$ cat src/rtl/regression_trainer_if.sv
// rtl/regression_trainer_if.sv - sample stream and fit result signals of regression_trainer
interface regression_trainer_if;
    logic [7:0]  taille;
    logic [7:0]  prix;
    logic        s_valid;
    logic        s_last;
    logic        s_ready;
    logic [15:0] slope;
    logic [15:0] intercept;
    logic        fit_degenerate;
    logic        fit_sat;
    logic        fit_trunc;
    logic        fit_valid;
    logic        fit_ready;

    modport master (
        output taille, prix, s_valid, s_last, fit_ready,
        input  s_ready, slope, intercept, fit_degenerate, fit_sat, fit_trunc, fit_valid
    );

    modport slave (
        input  taille, prix, s_valid, s_last, fit_ready,
        output s_ready, slope, intercept, fit_degenerate, fit_sat, fit_trunc, fit_valid
    );
endinterface

$ cat src/rtl/regression_trainer.sv
// rtl/regression_trainer.sv - streaming least-squares fitter, Q8.8 slope/intercept; optional REGRESSION_TRAINER_ROUND_EN
module regression_trainer #(
    parameter int MAX_SAMPLES = 255
) (
    input logic                 clk,
    input logic                 rst,
    regression_trainer_if.slave bus
);
    typedef enum logic [2:0] {ACCUM, PREP_A, DIV_A, PREP_B, DIV_B, OUT} state_t;

    localparam logic [7:0] CAP_M1 = 8'(MAX_SAMPLES - 1);

    state_t             state_q, state_d;
    logic [7:0]         n_q, n_d;
    logic [15:0]        sx_q, sx_d, sy_q, sy_d;
    logic [23:0]        sxy_q, sxy_d, sxx_q, sxx_d;
    logic               trunc_q, trunc_d, degen_q, degen_d, neg_q, neg_d;
    logic [32:0]        div_q, div_d, rem_q, rem_d;
    logic [40:0]        dq_q, dq_d;
    logic [5:0]         cnt_q, cnt_d;
    logic [17:0]        a18_q, a18_d;
    logic [15:0]        slope_q, slope_d, intercept_q, intercept_d;
    logic               fdeg_q, fdeg_d, fsat_q, fsat_d, ftrunc_q, ftrunc_d, fvalid_q, fvalid_d;

    // Clamp a sign/magnitude quotient into an 18-bit two's complement value.
    function automatic logic [17:0] sat18(input logic [40:0] m, input logic ng);
        if (ng) return (m > 41'd131072) ? 18'h20000 : 18'(~m[17:0] + 18'd1);
        else    return (m > 41'd131071) ? 18'h1FFFF : m[17:0];
    endfunction

    // Clamp a sign/magnitude quotient into the 16-bit Q8.8 output range.
    function automatic logic [15:0] sat16(input logic [40:0] m, input logic ng);
        if (ng) return (m > 41'd32768) ? 16'h8000 : 16'(~m[15:0] + 16'd1);
        else    return (m > 41'd32767) ? 16'h7FFF : m[15:0];
    endfunction

    // Fit numerator/denominator from the running sums.
    logic [31:0] nxy, sxsy, nxx, sxsx;
    logic [32:0] num, den, num_mag;
    logic [40:0] dividend_a, round_a;
    assign nxy     = {24'b0, n_q} * {8'b0, sxy_q};
    assign sxsy    = {16'b0, sx_q} * {16'b0, sy_q};
    assign nxx     = {24'b0, n_q} * {8'b0, sxx_q};
    assign sxsx    = {16'b0, sx_q} * {16'b0, sx_q};
    assign num     = {1'b0, nxy} - {1'b0, sxsy};
    assign den     = {1'b0, nxx} - {1'b0, sxsx};
    assign num_mag = num[32] ? -num : num;

    // Intercept numerator uses the 18-bit clamped slope, zero when degenerate.
    logic [17:0] a18_v;
    logic [34:0] prod_b, bnum, bnum_mag, dividend_b, round_b;
    assign a18_v    = degen_q ? 18'd0 : sat18(dq_q, neg_q);
    assign prod_b   = {{17{a18_v[17]}}, a18_v} * {19'b0, sx_q};
    assign bnum     = {11'b0, sy_q, 8'b0} - prod_b;
    assign bnum_mag = bnum[34] ? -bnum : bnum;

`ifdef REGRESSION_TRAINER_ROUND_EN
    assign round_a = {9'b0, den[32:1]};
    assign round_b = {28'b0, n_q[7:1]};
`else
    assign round_a = 41'd0;
    assign round_b = 35'd0;
`endif
    assign dividend_a = {num_mag, 8'b0} + round_a;
    assign dividend_b = bnum_mag + round_b;

    // One restoring step: shift dividend MSB into the remainder, subtract if it fits.
    logic [33:0] rem_sh, sub;
    logic        qbit;
    logic [32:0] rem_next;
    logic [40:0] dq_step;
    assign rem_sh   = {rem_q, dq_q[40]};
    assign sub      = rem_sh - {1'b0, div_q};
    assign qbit     = ~sub[33];
    assign rem_next = qbit ? sub[32:0] : rem_sh[32:0];
    assign dq_step  = {dq_q[39:0], qbit};

    // Output saturation detection.
    logic [17:0] a_mag18;
    logic        a_sat, b_sat;
    assign a_mag18 = a18_q[17] ? -a18_q : a18_q;
    assign a_sat   = a18_q[17] ? (a_mag18 > 18'd32768) : (a_mag18 > 18'd32767);
    assign b_sat   = neg_q ? (dq_q[34:0] > 35'd32768) : (dq_q[34:0] > 35'd32767);

    // Next-state and datapath control.
    always_comb begin
        state_d = state_q;  n_d = n_q;  sx_d = sx_q;  sy_d = sy_q;
        sxy_d = sxy_q;  sxx_d = sxx_q;  trunc_d = trunc_q;  degen_d = degen_q;
        neg_d = neg_q;  div_d = div_q;  rem_d = rem_q;  dq_d = dq_q;  cnt_d = cnt_q;
        a18_d = a18_q;  slope_d = slope_q;  intercept_d = intercept_q;
        fdeg_d = fdeg_q;  fsat_d = fsat_q;  ftrunc_d = ftrunc_q;  fvalid_d = fvalid_q;
        case (state_q)
            ACCUM: if (bus.s_valid) begin
                n_d   = n_q + 8'd1;
                sx_d  = sx_q + {8'b0, bus.taille};
                sy_d  = sy_q + {8'b0, bus.prix};
                sxy_d = sxy_q + {8'b0, {8'b0, bus.taille} * {8'b0, bus.prix}};
                sxx_d = sxx_q + {8'b0, {8'b0, bus.taille} * {8'b0, bus.taille}};
                if (bus.s_last || n_q == CAP_M1) begin
                    state_d = PREP_A;
                    trunc_d = !bus.s_last;
                end
            end
            PREP_A: begin
                degen_d = (den == 33'd0);
                neg_d   = num[32];
                div_d   = den;
                rem_d   = 33'd0;
                dq_d    = dividend_a;
                cnt_d   = 6'd0;
                state_d = DIV_A;
            end
            DIV_A: begin
                rem_d = rem_next;
                dq_d  = dq_step;
                cnt_d = cnt_q + 6'd1;
                if (cnt_q == 6'd40) state_d = PREP_B;
            end
            PREP_B: begin
                a18_d   = a18_v;
                neg_d   = bnum[34];
                div_d   = {25'b0, n_q};
                rem_d   = 33'd0;
                dq_d    = {dividend_b, 6'b0};
                cnt_d   = 6'd0;
                state_d = DIV_B;
            end
            DIV_B: begin
                rem_d = rem_next;
                dq_d  = dq_step;
                cnt_d = cnt_q + 6'd1;
                if (cnt_q == 6'd34) state_d = OUT;
            end
            OUT: if (!fvalid_q) begin
                slope_d     = sat16({23'b0, a_mag18}, a18_q[17]);
                intercept_d = sat16({6'b0, dq_q[34:0]}, neg_q);
                fsat_d      = a_sat || b_sat;
                fdeg_d      = degen_q;
                ftrunc_d    = trunc_q;
                fvalid_d    = 1'b1;
            end else if (bus.fit_ready) begin
                fvalid_d = 1'b0;  fdeg_d = 1'b0;  fsat_d = 1'b0;  ftrunc_d = 1'b0;
                n_d = 8'd0;  sx_d = 16'd0;  sy_d = 16'd0;  sxy_d = 24'd0;  sxx_d = 24'd0;
                trunc_d = 1'b0;  degen_d = 1'b0;
                state_d = ACCUM;
            end
            default: state_d = ACCUM;
        endcase
    end

    // State and datapath registers with synchronous reset.
    always_ff @(posedge clk) begin
        if (rst) begin
            state_q <= ACCUM;  n_q <= '0;  sx_q <= '0;  sy_q <= '0;  sxy_q <= '0;  sxx_q <= '0;
            trunc_q <= 1'b0;  degen_q <= 1'b0;  neg_q <= 1'b0;  div_q <= '0;  rem_q <= '0;
            dq_q <= '0;  cnt_q <= '0;  a18_q <= '0;  slope_q <= '0;  intercept_q <= '0;
            fdeg_q <= 1'b0;  fsat_q <= 1'b0;  ftrunc_q <= 1'b0;  fvalid_q <= 1'b0;
        end else begin
            state_q <= state_d;  n_q <= n_d;  sx_q <= sx_d;  sy_q <= sy_d;  sxy_q <= sxy_d;
            sxx_q <= sxx_d;  trunc_q <= trunc_d;  degen_q <= degen_d;  neg_q <= neg_d;
            div_q <= div_d;  rem_q <= rem_d;  dq_q <= dq_d;  cnt_q <= cnt_d;  a18_q <= a18_d;
            slope_q <= slope_d;  intercept_q <= intercept_d;  fdeg_q <= fdeg_d;
            fsat_q <= fsat_d;  ftrunc_q <= ftrunc_d;  fvalid_q <= fvalid_d;
        end
    end

    assign bus.s_ready        = (state_q == ACCUM);
    assign bus.slope          = slope_q;
    assign bus.intercept      = intercept_q;
    assign bus.fit_degenerate = fdeg_q;
    assign bus.fit_sat        = fsat_q;
    assign bus.fit_trunc      = ftrunc_q;
    assign bus.fit_valid      = fvalid_q;
endmodule

$ cat src/flat_wrapper.sv
// flat-port wrapper written by rule: the top's interface ports become plain ports
module regression_trainer_flat 
#(
    parameter int MAX_SAMPLES = 255
)
  (clk, rst, bus_taille, bus_prix, bus_s_valid, bus_s_last, bus_fit_ready, bus_s_ready, bus_slope, bus_intercept, bus_fit_degenerate, bus_fit_sat, bus_fit_trunc, bus_fit_valid);
  regression_trainer_if bus_i ();
  input logic clk;
  input logic rst;
  input wire logic [$bits(bus_i.taille)-1:0] bus_taille;
  input wire logic [$bits(bus_i.prix)-1:0] bus_prix;
  input wire logic [$bits(bus_i.s_valid)-1:0] bus_s_valid;
  input wire logic [$bits(bus_i.s_last)-1:0] bus_s_last;
  input wire logic [$bits(bus_i.fit_ready)-1:0] bus_fit_ready;
  output wire logic [$bits(bus_i.s_ready)-1:0] bus_s_ready;
  output wire logic [$bits(bus_i.slope)-1:0] bus_slope;
  output wire logic [$bits(bus_i.intercept)-1:0] bus_intercept;
  output wire logic [$bits(bus_i.fit_degenerate)-1:0] bus_fit_degenerate;
  output wire logic [$bits(bus_i.fit_sat)-1:0] bus_fit_sat;
  output wire logic [$bits(bus_i.fit_trunc)-1:0] bus_fit_trunc;
  output wire logic [$bits(bus_i.fit_valid)-1:0] bus_fit_valid;
  assign bus_i.taille = bus_taille;
  assign bus_i.prix = bus_prix;
  assign bus_i.s_valid = bus_s_valid;
  assign bus_i.s_last = bus_s_last;
  assign bus_i.fit_ready = bus_fit_ready;
  assign bus_s_ready = bus_i.s_ready;
  assign bus_slope = bus_i.slope;
  assign bus_intercept = bus_i.intercept;
  assign bus_fit_degenerate = bus_i.fit_degenerate;
  assign bus_fit_sat = bus_i.fit_sat;
  assign bus_fit_trunc = bus_i.fit_trunc;
  assign bus_fit_valid = bus_i.fit_valid;
  regression_trainer #(.MAX_SAMPLES(MAX_SAMPLES)) u_core (.clk(clk), .rst(rst), .bus(bus_i));
endmodule
$ cat config.mk
export PLATFORM = sky130hd
export DESIGN_NAME = regression_trainer_flat
export DESIGN_NICKNAME = d
export VERILOG_FILES = /design/src/rtl/regression_trainer_if.sv /design/src/rtl/regression_trainer.sv /design/src/flat_wrapper.sv
export SDC_FILE = /design/constraint.sdc
export NUM_CORES = 2
export LEC_CHECK = 0
export ABC_AREA = 0
export CAP_MARGIN = 10
export CORE_MARGIN = 8
export CORE_UTILIZATION = 43
export CTS_BUF_LIST = sky130_fd_sc_hd__clkbuf_4
export CTS_CLUSTER_DIAMETER = 100
export DETAILED_ROUTE_END_ITERATION = 12
export PLACE_DENSITY_LB_ADDON = 0.12
export SLEW_MARGIN = 20
export SYNTH_ARGS = -nofsm -noshare
export SYNTH_HDL_FRONTEND = slang
export SYNTH_SLANG_ARGS = --single-unit
$ cat constraint.sdc
create_clock -name clk -period 15.6 [get_ports clk]
set_input_delay 1.56 -clock clk [delete_from_list [all_inputs] [get_ports clk]]
set_output_delay 1.56 -clock clk [all_outputs]
set_load 0.05 [all_outputs]
# After elaboration in Yosys (flattened, before gate mapping)
# Index checks and enable logic that the tools add are counted.
# op_classes
mux	55
magnitude_cmp	10
eq_ne	15
reduce_logical	18
bitwise	5
multipliers	7
n_addsub	16
# ops
cell	count
$mux W16	10
$pmux W33 S2	2
$pmux W41 S3	1
$mux W24	4
$pmux W24 S2	2
$mux W18	5
$gt A35 B15 Y1 const B	2
$gt A35 B16 Y1 const B	2
$mux W33	2
$sub A32 B32 Y33	2
$mul A16 B16 Y32	2
$mul A8 B24 Y32	2
$pmux W16 S2	2
$add A24 B16 Y24	2
$gt A41 B17 Y1 const B	1
$gt A41 B18 Y1 const B	1
$gt A18 B15 Y1 const B	2
$gt A18 B16 Y1 const B	2
$mul A18 B17 Y35	1
$mux W35	1
$neg A35 Y35	1
$sub A24 B35 Y35	1
$sub A34 B33 Y34	1
$logic_not A33 Y1	1
other kinds (36)	74
# word_totals
elab_cells	146
in_bits	21
regBits	261

# Depth between registers and ports, before layout
# logic_depth
ltp_word	10
ltp_mapped	39
mapped_depth_nobuf	36

# Least setup slack after synthesis
# OpenSTA, ideal clock, no wires.
# synth_path
path_kind	register to register
start	register u_core.dq_q[0]
end	register u_core.dq_q[35]
n_path_buf	3
t_arrival_ns	9.470
setup_time_ns	0.091
t_required_ns	15.509
path_stages_with_launch	38
path_slack_ns	6.039
path_cell_list	dfxtp_1 > or3_1 > or3_1 > or3_1 > or3_1 > or3_1 > nor3b_2 > a21oi_1 > nor4_4 > nor3_2 > buf_4 > nand2_1 > inv_2 > fa_1 > inv_1 > fa_1 > inv_1 > fa_1 > (+2 left out) > fa_1 > inv_1 > fa_1 > inv_1 > ha_1 > clkbuf_1 > a21o_1 > a21o_1 > a221oi_1 > nand2_1 > xor2_1 > or4_1 > clkbuf_1 > nor3_1 > a21oi_1 > xor2_1 > nand2_1 > a311oi_1
# synth_between
elab_chain_len	10
word_cells_on_any_way	13
cone_classes	add/sub: 3; mul: 1; order compare: 2; mux: 6; bitwise: 1
# synth_rtl
item	line_no	rtl
start: declaration	regression_trainer.sv:19	logic [40:0] dq_q, dq_d;
start signal: assignment	regression_trainer.sv:156	dq_q <= '0; cnt_q <= '0; a18_q <= '0; slope_q <= '0; intercept_q <= '0;
start signal: assignment	regression_trainer.sv:161	div_q <= div_d; rem_q <= rem_d; dq_q <= dq_d; cnt_q <= cnt_d; a18_q <= a18_d;
branches (longest 3 deep; another with $gt A41 B17 Y1)	n/a	
$mux W18 *	regression_trainer.sv:27	if (ng) return (m > 41'd131072) ? 18'h20000 : 18'(~m[17:0] + 18'd1);
$mux W18 *	regression_trainer.sv:52	assign a18_v = degen_q ? 18'd0 : sat18(dq_q, neg_q);
$mul A18 B17 Y35 *	regression_trainer.sv:53	assign prod_b = {{17{a18_v[17]}}, a18_v} * {19'b0, sx_q};
$sub A24 B35 Y35 *	regression_trainer.sv:54	assign bnum = {11'b0, sy_q, 8'b0} - prod_b;
$neg A35 Y35	regression_trainer.sv:55	assign bnum_mag = bnum[34] ? -bnum : bnum;
$mux W35 *	regression_trainer.sv:55	
$pmux W41 S3 *	regression_trainer.sv:92	case (state_q)
# Every way passes the cells marked *.
# A chain may end at the register's enable or synchronous reset.

# Final worst setup path
# layout_path
start	register u_core.dq_q[2]
end	register u_core.dq_q[38]
# The elaborated chain is that of the path after synthesis.

==> reports/metrics.yaml <==
synth-edff-count: 0
seq_area_frac_synth_pct: 8.567
antenna_found_initial: 11
hold_end: "u_core.div_q[0]"
outcome: "complete, no violations"
place_ws_ns: 4.508
slowest_stage: "nor3_2"
cts_resized: 0
die_area_um2: 154100
rsz0062_at_grt: "false"
gp_congestion: 0.8873
syn-cell-area_um2: 60990
grt_use_met3_pct: 4.458
hp-class: "flip-flop to flip-flop"
grt_usage_pct: 23.97
overflow: 0
initial_core_util_pct: 43.18
hold_depth: 2
cts_buffers: 85
use_met1_pct: 33.81
cts_tree: "built"
final_common_cell: "inv_1"
fin_skew_ns: 0.08929
maxClockFrequency_mhz: 89.70
busiest_layer: "met2"
hp-start: "u_core.div_q[0]"
regToRegStartpoint: "u_core.dq_q[2]"
antenna_left: 0
area_growth_pct: 5.416
drc_errors: 0
critPathMaxFanout: 12
tightest_slew_ns: 1.081
n_fill_cell: 14270
synth.avg_cell_area_um2: 8.492
arrival_ns: 12.05
coreArea_um2: 141200
grt_start_max_net_pins: 68
slew_viol_final: 0
layout_common_cells: "1429 x inv_1, 1155 x fa_1, 805 x nand2_1"
dr.pass1.iters: 5
h-tree-depth: 3
min_period_over_period_pct: 71.46
clk_path_buf_depth: 3
ys.flop_type: "dfxtp_1"
nets: 8726
io_buffer_count: 57
drive_gt1_share_pct: 4.211
reg2reg_depth: 34
setup_viol: 0
post-route-cell-area_um2: 64290
rows: 138
post_cts_buffers: 0
hold_viol_final: 0
reg2reg_slack_ns: 4.45
critPathKind: "flip-flop to flip-flop"
ys_types: 96
grt_pass1_wl_mm: 290.6
routed_wl_mm: 181.4
dp_hpwl_mm: 142.5
ios: 58
drtIter0Drc: 3179
clock_latency_ns: 1.03
grt_pass1_vias: 50520
ys_warn_count: 0
required_ns: 16.51
postCtsHoldBufs: 0
slew_headroom_pct: 27.92
cp-start-kind: "flip-flop"
endpoint_kind: "flip-flop"
setup_ws_ns: 4.452
die_w_um: 392.6
clk_pin_slew_worst_paths_ns: 0.06
synth_nets: 8885
slowest_delay_ns: 0.77
wl_per_cell_um: 20.21
cts_sinks: 261
vias: 47760
r2r-end: "u_core.dq_q[38]"
grt_use_met2_pct: 38.57
dpl-instance-area_um2: 63270
vias_per_cell: 5.321
async_flop_share_pct: 0
tns_ns: 0
synth_cells: 7182
maxCapViolCount: 0
min_period_ns: 11.15
fp.dieH_um: 392.6
synth-seq-cells: 261
cts-root-buf: "clkbuf_4"
how the worst max path moves through the flow:
stage                    from               to  slack, ns  cells past startpoint
3_3_place_gp   u_core.dq_q[2]  u_core.dq_q[38]       4.77                     34
2_1_floorplan  u_core.dq_q[0]  u_core.dq_q[35]       6.04                     37
6_report       u_core.dq_q[2]  u_core.dq_q[38]       4.45                     34
5_1_grt        u_core.dq_q[2]  u_core.dq_q[38]       3.76                     34
3_5_place_dp   u_core.dq_q[2]  u_core.dq_q[38]       4.51                     34
4_1_cts        u_core.dq_q[2]  u_core.dq_q[38]       4.49                     34
routing by layer:
metal | up-vias | routed length, µm
li1 | 22040 | -
met1 | 24220 | 84240
met2 | 1225 | 81940
met3 | 265 | 11360
met4 | 6 | 3781
met5 | - | 45
cell families after synthesis:
family	synth area share, %
fa+ha+maj	48.72
xor+xnor	3.914
buf+inv	11.30
mux	0.6298
simple gates	16.89
compound gates	9.979
flops	8.567
Yosys cell counts (16+ instances only):
cell / number / area (µm²)
a211o_1: 16 / 140.1
a211oi_1: 71 / 533.0
a21o_1: 57 / 427.9
a21oi_1: 222 / 1111
a22oi_1: 69 / 518.0
a311oi_1: 21 / 183.9
a31oi_1: 21 / 131.4
and2_1: 433 / 2709
and3_1: 23 / 143.9
buf_1: 28 / 105.1
clkbuf_1: 351 / 1318
dfxtp_1: 261 / 5225
fa_1: 1155 / 23120
ha_1: 527 / 6594
inv_1: 1429 / 5364
mux2i_1: 35 / 350.3
nand2_1: 805 / 3022
nand2b_1: 28 / 175.2
nand3_1: 63 / 315.3
nand4_1: 35 / 219.0
nor2_1: 481 / 1805
nor2b_1: 41 / 256.5
nor3_1: 138 / 690.7
nor3b_1: 19 / 142.6
nor4_1: 26 / 162.7
o211ai_1: 19 / 142.6
o21a_1: 23 / 172.7
o21ai_0: 145 / 725.7
o21ai_1: 53 / 265.3
o21bai_1: 25 / 187.7
o22ai_1: 34 / 212.7
o31ai_1: 32 / 240.2
or3_1: 26 / 162.7
xnor2_1: 182 / 1594
xor2_1: 88 / 770.7
critical path: cells and delay by family, from the launching register on:
family,cells,cell delay [ns]
AO/OA/AOI/OAI,6,1.79
XOR/XNOR,1,0.35
adder cells (fa/ha/maj),7,3.50
buffers and inverters,5,0.45
flip-flops,1,0.42
multiplexers,1,0.13
AND/OR/NAND/NOR,14,4.42
metrics by stage:
| stage | instances | utilization [%] | hold slack [ns] |
|---|---|---|---|
| 6_report | 8974 | 45.52 | 0.4598 |
| 3_5_place_dp | 8825 | 44.80 | 0.4514 |
| 4_1_cts | 8965 | 45.50 | 0.4602 |
| 2_1_floorplan | 7182 | - | 0.4356 |
| 3_3_place_gp | 8825 | 44.79 | 0.4482 |
| 5_1_grt | 8972 | 45.51 | 0.4915 |
final cells by class:
cell class	count	area [µm²]	area share, %
clock buffer	119	893.4	1.390
clock inverter	21	93.84	0.1460
tap	1890	2365	3.678
sequential	261	5251	8.168
timing repair buffer	141	1206	1.876
inverter	1442	5413	8.419
antenna	8	20.02	0.03114
multi-input combinational	5092	49050	76.29
sequential cells by signal, summed over array words and instances (netlist names):
signal,cells
u_core.a18_q,18
u_core.bus.fit_degenerate,1
u_core.bus.fit_sat,1
u_core.bus.fit_trunc,1
u_core.bus.fit_valid,1
u_core.bus.intercept,16
u_core.bus.slope,16
u_core.cnt_q,6
u_core.degen_q,1
u_core.div_q,33
u_core.dq_q,41
u_core.n_q,8
u_core.neg_q,1
u_core.rem_q,33
u_core.state_q,3
u_core.sx_q,16
u_core.sxx_q,24
u_core.sxy_q,24
u_core.sy_q,16
u_core.trunc_q,1
Power is not shown: default switching activity piles up to over one toggle a cycle in this logic, so the estimate is an artifact.
